$ cat src/rtl/nrx_psg_mux.sv
// Time-multiplexed wavetable voice mixer: each tick starts one pass that fetches every
// voice from an external synchronous wave ROM and sums the volume-scaled samples.
module nrx_psg_mux #(
    parameter int NVOICE = 3,
    parameter int ACC_W  = 20,
    parameter int WSEL_W = 3,
    parameter int WLEN_W = 5,
    parameter int WAVE_W = 4,
    localparam int OUT_W = (NVOICE > 1) ? WAVE_W + $clog2(NVOICE) : WAVE_W
) (
    input  logic                     clk,
    input  logic                     reset,
    input  logic                     tick,
    input  logic                     wr_en,
    input  logic [2:0]               wr_voice,
    input  logic [ACC_W-1:0]         wr_freq,
    input  logic [WAVE_W-1:0]        wr_vol,
    input  logic [WSEL_W-1:0]        wr_wsel,
    output logic [WSEL_W+WLEN_W-1:0] waveaddr,
    input  logic [WAVE_W-1:0]        wavedata,
    output logic [OUT_W-1:0]         out,
    output logic                     out_valid,
    output logic                     busy,
    output logic                     overrun
);

    localparam int IDX_W = (NVOICE > 1) ? $clog2(NVOICE) : 1;
    localparam int AW    = WSEL_W + WLEN_W;
    localparam int PW    = 2 * WAVE_W;

    typedef enum logic [1:0] {IDLE, FETCH, DRAIN} state_t;

    state_t             state_q, state_d;
    logic [IDX_W-1:0]   idx_q, idx_d;
    logic [AW-1:0]      addr_q, addr_d;
    logic [WAVE_W-1:0]  fvol_q, fvol_d;
    logic               pend_q, pend_d;
    logic [OUT_W-1:0]   mix_q, mix_d;
    logic [OUT_W-1:0]   out_q, out_d;
    logic               out_valid_q, out_valid_d;
    logic               overrun_q, overrun_d;

    logic [ACC_W-1:0]   freq_q [NVOICE];
    logic [ACC_W-1:0]   freq_d [NVOICE];
    logic [ACC_W-1:0]   acc_q  [NVOICE];
    logic [ACC_W-1:0]   acc_d  [NVOICE];
    logic [WAVE_W-1:0]  vol_q  [NVOICE];
    logic [WAVE_W-1:0]  vol_d  [NVOICE];
    logic [WSEL_W-1:0]  wsel_q [NVOICE];
    logic [WSEL_W-1:0]  wsel_d [NVOICE];

    logic [AW-1:0]      cur_addr;
    logic [WAVE_W-1:0]  cur_vol;
    logic [PW-1:0]      prod;
    logic [OUT_W-1:0]   contrib;
    logic               busy_w;

    // Per-voice register bank. Fetch reads the _q values, so a write landing in the
    // same cycle as that voice's fetch only takes effect on the next pass.
    for (genvar gi = 0; gi < NVOICE; gi++) begin : g_voice
        logic wr_hit;
        logic fetch_hit;

        assign wr_hit     = wr_en && (wr_voice == 3'(gi));
        assign fetch_hit  = (state_q == FETCH) && (idx_q == IDX_W'(gi));
        assign freq_d[gi] = wr_hit ? wr_freq : freq_q[gi];
        assign vol_d[gi]  = wr_hit ? wr_vol : vol_q[gi];
        assign wsel_d[gi] = wr_hit ? wr_wsel : wsel_q[gi];
        assign acc_d[gi]  = fetch_hit ? acc_q[gi] + freq_q[gi] : acc_q[gi];

        always_ff @(posedge clk) begin
            if (reset) begin
                freq_q[gi] <= '0;
                vol_q[gi]  <= '0;
                wsel_q[gi] <= '0;
                acc_q[gi]  <= '0;
            end else begin
                freq_q[gi] <= freq_d[gi];
                vol_q[gi]  <= vol_d[gi];
                wsel_q[gi] <= wsel_d[gi];
                acc_q[gi]  <= acc_d[gi];
            end
        end
    end

    always_comb begin
        cur_addr = '0;
        cur_vol  = '0;
        for (int v = 0; v < NVOICE; v++) begin
            if (idx_q == IDX_W'(v)) begin
                cur_addr = {wsel_q[v], acc_q[v][ACC_W-1 -: WLEN_W]};
                cur_vol  = vol_q[v];
            end
        end
    end

    // The ROM answers one cycle after the address, so the volume is captured at fetch
    // time and applied to wavedata in the following cycle.
    assign prod    = PW'(wavedata) * PW'(fvol_q);
    assign contrib = pend_q ? OUT_W'(prod[PW-1 -: WAVE_W]) : '0;
    assign busy_w  = (state_q != IDLE) || out_valid_q;

    always_comb begin
        state_d     = state_q;
        idx_d       = idx_q;
        addr_d      = addr_q;
        fvol_d      = fvol_q;
        pend_d      = 1'b0;
        mix_d       = mix_q;
        out_d       = out_q;
        out_valid_d = 1'b0;
        overrun_d   = overrun_q;

        if (tick && busy_w) begin
            overrun_d = 1'b1;
        end

        case (state_q)
            IDLE: begin
                if (tick && !out_valid_q) begin
                    state_d = FETCH;
                    idx_d   = '0;
                    mix_d   = '0;
                end
            end
            FETCH: begin
                addr_d = cur_addr;
                fvol_d = cur_vol;
                pend_d = 1'b1;
                mix_d  = mix_q + contrib;
                if (idx_q == IDX_W'(NVOICE - 1)) begin
                    state_d = DRAIN;
                end else begin
                    idx_d = idx_q + IDX_W'(1);
                end
            end
            DRAIN: begin
                mix_d       = mix_q + contrib;
                out_d       = mix_q + contrib;
                out_valid_d = 1'b1;
                state_d     = IDLE;
            end
            default: state_d = IDLE;
        endcase
    end

    always_ff @(posedge clk) begin
        if (reset) begin
            state_q     <= IDLE;
            idx_q       <= '0;
            addr_q      <= '0;
            fvol_q      <= '0;
            pend_q      <= 1'b0;
            mix_q       <= '0;
            out_q       <= '0;
            out_valid_q <= 1'b0;
            overrun_q   <= 1'b0;
        end else begin
            state_q     <= state_d;
            idx_q       <= idx_d;
            addr_q      <= addr_d;
            fvol_q      <= fvol_d;
            pend_q      <= pend_d;
            mix_q       <= mix_d;
            out_q       <= out_d;
            out_valid_q <= out_valid_d;
            overrun_q   <= overrun_d;
        end
    end

    assign waveaddr  = (state_q == FETCH) ? cur_addr : addr_q;
    assign out       = out_q;
    assign out_valid = out_valid_q;
    assign busy      = busy_w;
    assign overrun   = overrun_q;

endmodule

$ cat config.mk
export PLATFORM = sky130hd
export DESIGN_NAME = nrx_psg_mux
export DESIGN_NICKNAME = d
export VERILOG_FILES = /design/src/rtl/nrx_psg_mux.sv
export SDC_FILE = /design/constraint.sdc
export NUM_CORES = 1
export LEC_CHECK = 0
export ABC_AREA = 1
export BUFFER_PORTS_ARGS = -buffer_cell sky130_fd_sc_hd__buf_2
export CORE_MARGIN = 3
export CORE_UTILIZATION = 55
export DETAILED_ROUTE_END_ITERATION = 16
export MAX_ROUTING_LAYER = met4
export PLACE_DENSITY = 0.78
export SLEW_MARGIN = 5
export SYNTH_ARGS = -nofsm -noshare
export SYNTH_HDL_FRONTEND = slang
export SYNTH_SLANG_ARGS = --single-unit
export TNS_END_PERCENT = 50
$ cat constraint.sdc
create_clock -name clk -period 4.4 [get_ports clk]
set_clock_uncertainty 0.2 [all_clocks]
set_input_delay 0 -clock clk [delete_from_list [all_inputs] [get_ports clk]]
set_output_delay 0 -clock clk [all_outputs]
set_load 0.02 [all_outputs]
== Yosys cells after proc, flatten, opt, wreduce, memory -nomap -nowiden ==
Memories as Yosys holds them, arrays and structs flattened.
Index checks and enable logic that the tools add are counted.

* Add/subtract/negate cells: 5
* $mul: 1
* Equality and inequality tests: 9
* Multiplexer cells: 45
* Bitwise gates (word level): 12
* Reduce and logical (&&, ||, !) cells: 20

{| class="wikitable"
|+ Operators with widths
! cell !! count
|-
| $mux W20 || 12
|-
| $add A20 B20 Y20 || 3
|-
| $mux W4 || 10
|-
| $mux W8 || 4
|-
| $mux W3 || 6
|-
| $or A1 B1 Y1 || 12
|-
| $pmux W6 S2 || 1
|-
| $logic_and A1 B1 Y1 || 8
|-
| $mul A4 B4 Y8 || 1
|-
| $mux W2 || 4
|-
| $pmux W2 S2 || 2
|-
| $add A6 B4 Y6 || 1
|-
| $mux W6 || 1
|-
| $ne A2 B2 Y1 const B || 3
|-
| $reduce_bool A2 Y1 || 3
|-
| $mux W1 || 5
|-
| $eq A2 B1 Y1 const B || 2
|-
| $eq A2 B2 Y1 const B || 2
|-
| $logic_not A2 Y1 || 2
|-
| $reduce_and A2 Y1 || 2
|-
| $eq A3 B1 Y1 const B || 1
|-
| $eq A3 B2 Y1 const B || 1
|-
| $logic_not A3 Y1 || 1
|-
| $reduce_and A3 Y1 || 1
|-
| other kinds (4) || 4
|}

* Bits in registers: 31
* Bits in writable memories: 141
* Output and inout bits: 17
* Memories kept: 4

{| class="wikitable"
|+ Memory list
! name !! words !! bits a word !! read ports !! clocked after Yosys merged registers in !! write ports !! line !! text
|-
| acc_q || 3 || 20 || 3 || 0 || 3 || 45 || <nowiki>logic [ACC_W-1:0] acc_q [NVOICE];</nowiki>
|-
| freq_q || 3 || 20 || 3 || 0 || 3 || 43 || <nowiki>logic [ACC_W-1:0] freq_q [NVOICE];</nowiki>
|-
| vol_q || 3 || 4 || 3 || 0 || 3 || 47 || <nowiki>logic [WAVE_W-1:0] vol_q [NVOICE];</nowiki>
|-
| wsel_q || 3 || 3 || 3 || 0 || 3 || 49 || <nowiki>logic [WSEL_W-1:0] wsel_q [NVOICE];</nowiki>
|}

== Depth between registers and ports, before layout ==
* Word-level depth: 5
* Depth in mapped cells: 20
* Gate-level depth less buffers: 20

== Least setup slack after synthesis ==
No wires, ideal clock.

* Kind: register to register
* Start: register fvol_q[3]
* End: register out_q[4] (netlist: out[4])
* Data arrival time: 3.255 ns
* Setup slack: 0.829 ns
* Cell stages (with the launch flop): 18
* Period minus slack after synthesis: 3.571 ns
* Cell sequence: dfxtp_1 -> nand2_1 -> fa_1 -> inv_1 -> fa_1 -> ha_1 -> nand4_1 -> o21bai_1 -> nand2_1 -> inv_1 -> nor2_1 -> ha_1 -> fa_1 -> nand3_1 -> nand2_1 -> xor2_1 -> o21ai_0 -> inv_1

* Longest elaborated chain between the ends: 3

{| class="wikitable"
|+ Ends and longest elaborated chain
! what !! line !! text
|-
| from (decl) || 36 || <nowiki>logic [WAVE_W-1:0] fvol_q, fvol_d;</nowiki>
|-
| from (signal assigned) || 162 || <nowiki>fvol_q <= fvol_d;</nowiki>
|-
| $mul A4 B4 Y8 || 99 || <nowiki>assign prod = PW'(wavedata) * PW'(fvol_q);</nowiki>
|-
| $mux W4 || 100 || <nowiki>assign contrib = pend_q ? OUT_W'(prod[PW-1 -: WAVE_W]) : '0;</nowiki>
|-
| $add A6 B4 Y6 || 139 || <nowiki>out_d = mix_q + contrib;</nowiki>
|-
| to (signal assigned) || 165 || <nowiki>out_q <= out_d;</nowiki>
|-
| to (decl) || 39 || <nowiki>logic [OUT_W-1:0] out_q, out_d;</nowiki>
|}

No other way between the ends.
A chain may end at the register's enable or synchronous reset.

== Final worst setup path ==
* Start: register fvol_q[3]
* End: register mix_q[5]

* Longest elaborated chain between the ends: 4

{| class="wikitable"
|+ Ends and longest elaborated chain
! what !! line !! text
|-
| $mul A4 B4 Y8 || 99 ||
|-
| $mux W4 || 100 ||
|-
| $add A6 B4 Y6 || 130, 138 ||
|-
| $pmux W6 S2 || 118 || <nowiki>case (state_q)</nowiki>
|-
| to (signal assigned) || 164 || <nowiki>mix_q <= mix_d;</nowiki>
|-
| to (decl) || 38 || <nowiki>logic [OUT_W-1:0] mix_q, mix_d;</nowiki>
|}

No other way between the ends.

==> run metrics <==
mux share of post-synthesis cell area 0%; Max Used Layer met4; metal3 WL 1470 µm; Final Non-Filler Cells 1909; I/O pin count 55; r2r worst-path depth 19; simple logic cell fraction of the synthesized area 28.8%; min-delay src wr_voice[1]; initial antenna violation count 2; Via density 5.32; mean area per synthesized cell 6.54 µm²; DP Area 10900 µm²; GRT Total Usage 27.6%; Clock Path Buffers 2; complex-gate fraction of the synthesized area 15.1%; pwr/cell area 379 nW/µm²; Inserted Clock Buffers 17; total number of vias 10155; Pins Over Slew Limit 0; post-synthesis adder-cell area fraction 10.6%; RePlAce Congestion 0.935; # Max-Cap Violations 0; area grow syn2layout 12.0%; Initial Util 57.3%; Die Wd 144 µm; syn nets 1728; CP max FO 5; Post-Synth XOR/XNOR Area 2.42%; Worst Hold Class in -> reg; DRC viols 0; post-layout util 64.2%; Fin. Hold Viols 0; status finished clean; CP Class reg -> reg; setup_tns 0 ps; DIE HEIGHT 144 µm; layout cell share with drive strength beyond 1 6.14%; worst r2r dst mix_q[5]; vias in the first global route 9651; Final Critical Period 3940 ps; pin count of the biggest net entering global routing 65; Nets 1789; M1 wire length 12200 µm; clk slew on worst S/H paths 70 ps; Setup crit start fvol_q[3]; synthesized cell area 10500 µm²; 1st-iter DRT viols 665; Reg2Reg Launch Point fvol_q[3]; worst rel slew slack 46.9%; Post-Route WL 27200 µm; 1st-pass router iterations 6; Max Fclk 0.254 GHz; CP Data Required Time 4560 ps; Worst-Margin Slew 795 ps; post-synthesis register bit count 172; # H-tree levels 4; register area share after synthesis 32.8%; WHS Path Cells 5; PnR Total Power 0.00446 W; Die ar. 20800 µm²; leakage 6.09 nW; DRT antenna net count 0; Design Area, Final 11800 µm²; crit path to mix_q[5]; clk_lat worst skew 430 ps; global-route wire length before repair 45000 µm; CP endpoint kind register; Yosys cell types 32; Setup Fix Bufs, Post-CTS 0; Mapped Cells 1605; GRT Residual Overflow 0; largest family of logic cells by synthesized area simple AND/OR/NAND/NOR gates; post-DR wirelength/cell 14.2 µm; clk root buf clkbuf_16; Syn. warnings 0; Startpoint Class register; fin crit share 89.6%; unrepaired setup endpoints after global routing false; register-to-register setup slack 460 ps; Critical Path AT 4100 ps; Sink Count 172; wire length on met2 12800 µm; final setup vio count 0; post-DP HPWL 19200 µm; CTS tree built; port buffer count 54; CORE AREA 18300 µm²; placed insts 1846; highest ir drop seen on vdd 0.351 mV; FP Rows 49; FILL cells 1643
[layer usage]
layer	vias to the layer above	track usage [%]
li1	5264	-
met5	-	-
met3	51	4.10
met4	0	9.82
met1	4577	34.6
met2	263	45.5
[where the power goes]
part | internal, W | switching [W]
Combinational | 0.000381 | 0.000730
Sequential | 0.00172 | 0.0000979
Clock | 0.000850 | 0.000682
Total | 0.00295 | 0.00151
[layout by cell type (no fill, tap or decap), drive strengths merged]
master	n
o21ai	147
a31oi	12
o211ai	16
clkbuf	18
dfxtp	172
nand3	98
o21bai	10
nand3b	4
a21oi	111
xnor2	6
bufinv	2
clkinvlp	1
ha	78
diode	2
and2	8
nand4	5
dlygate4sd3	30
nand2	342
buf	59
clkinv	4
a211oi	3
nor2	284
inv	231
fa	7
nor3	7
xor2	23
[critical path: stages, from the launching register on]
cell and delay (ps):
dfxtp_1 400, nand2_1 100, fa_1 550, inv_1 60, fa_1 480, ha_1 310, nand4_1 110, o21bai_2 190
nand3_1 100, nand2_1 90, o21ai_0 90, a21oi_1 130, ha_1 290, a21oi_1 150, nand2_1 90, a21oi_1 180
nor2_1 60, nand2_1 80, nand3_1 90, a21oi_1 130
[what timing repair did]
item,in CTS,in global routing
gates resized for setup,0,1
hold buffers,30,0
endpoints found under the hold margin,84,0
setup endpoints to repair,0,1
[stage by stage]
step	hold WS, ps	setup WS [ps]
6_report	11.2	457
5_1_grt	33.3	100
4_1_cts	0.466	398
3_5_place_dp	59.9	423
3_3_place_gp	52.2	586
2_1_floorplan	-65.1	829
[cell type report]
| type | count | area, µm² | share of cell area [%] |
|---|---|---|---|
| Multi-Input combinational cell | 1161 | 5980 | 50.8 |
| Timing Repair Buffer | 89 | 621 | 5.28 |
| Clock buffer | 18 | 429 | 3.65 |
| Inverter | 225 | 845 | 7.18 |
| Tap cell | 229 | 287 | 2.44 |
| Sequential cell | 172 | 3440 | 29.3 |
| Antenna cell | 2 | 5.00 | 0.0425 |
| Clock inverter | 13 | 155 | 1.32 |
[cell usage after synthesis]
library cell | instances | share of area (%)
nand2_1 | 341 | 12
nor2_1 | 282 | 10
inv_1 | 219 | 7.8
dfxtp_1 | 172 | 33
o21ai_0 | 145 | 6.9
a21oi_1 | 111 | 5.3
nand3_1 | 97 | 4.6
ha_1 | 78 | 9.3
xor2_1 | 23 | 1.9
clkbuf_1 | 20 | 0.71
o211ai_1 | 16 | 1.1
buf_2 | 13 | 0.62
a31oi_1 | 12 | 0.71
o21bai_1 | 10 | 0.71
and2_1 | 8 | 0.48
fa_1 | 7 | 1.3
inv_2 | 6 | 0.21
xnor2_1 | 6 | 0.50
nand4_1 | 5 | 0.30
nor3_1 | 5 | 0.24
buf_1 | 4 | 0.14
buf_6 | 4 | 0.43
nand3b_1 | 4 | 0.29
a211oi_1 | 3 | 0.21
clkbuf_2 | 3 | 0.14
buf_4 | 2 | 0.14
nor2_2 | 2 | 0.12
nor3_4 | 2 | 0.31
o21ai_1 | 2 | 0.095
dlygate4sd1_1 | 1 | 0.083
nand2_2 | 1 | 0.060
nand3_2 | 1 | 0.095
[registers in the layout (all words and copies together), names as in the netlist]
name and flops:
state_q 2, freq_q 60, acc_q 60, out 6, addr_q 8, vol_q 12
idx_q 2, fvol_q 4, overrun 1, mix_q 6, out_valid 1, pend_q 1
wsel_q 9
[kinds of logic (layout without fill, tap and decap cells)]
kind of cell | count (synthesis) | after routing
AOI/OAI and AO/OA | 299 | 299
xor gates and xnor gates | 29 | 29
adders and majority gates | 85 | 85
buffers and inverters | 272 | 345
DFF | 172 | 172
other | 0 | 2
and+or+nand+nor | 748 | 748
[worst min path at each step]
stage / end / slack (ps)
2_1_floorplan: freq_q[1][19] / -70
3_3_place_gp: overrun / 50
3_5_place_dp: overrun / 60
4_1_cts: freq_q[1][7] / 0.5
5_1_grt: freq_q[1][13] / 30
6_report: freq_q[1][7] / 10
Power figures use the tool's default switching activity.
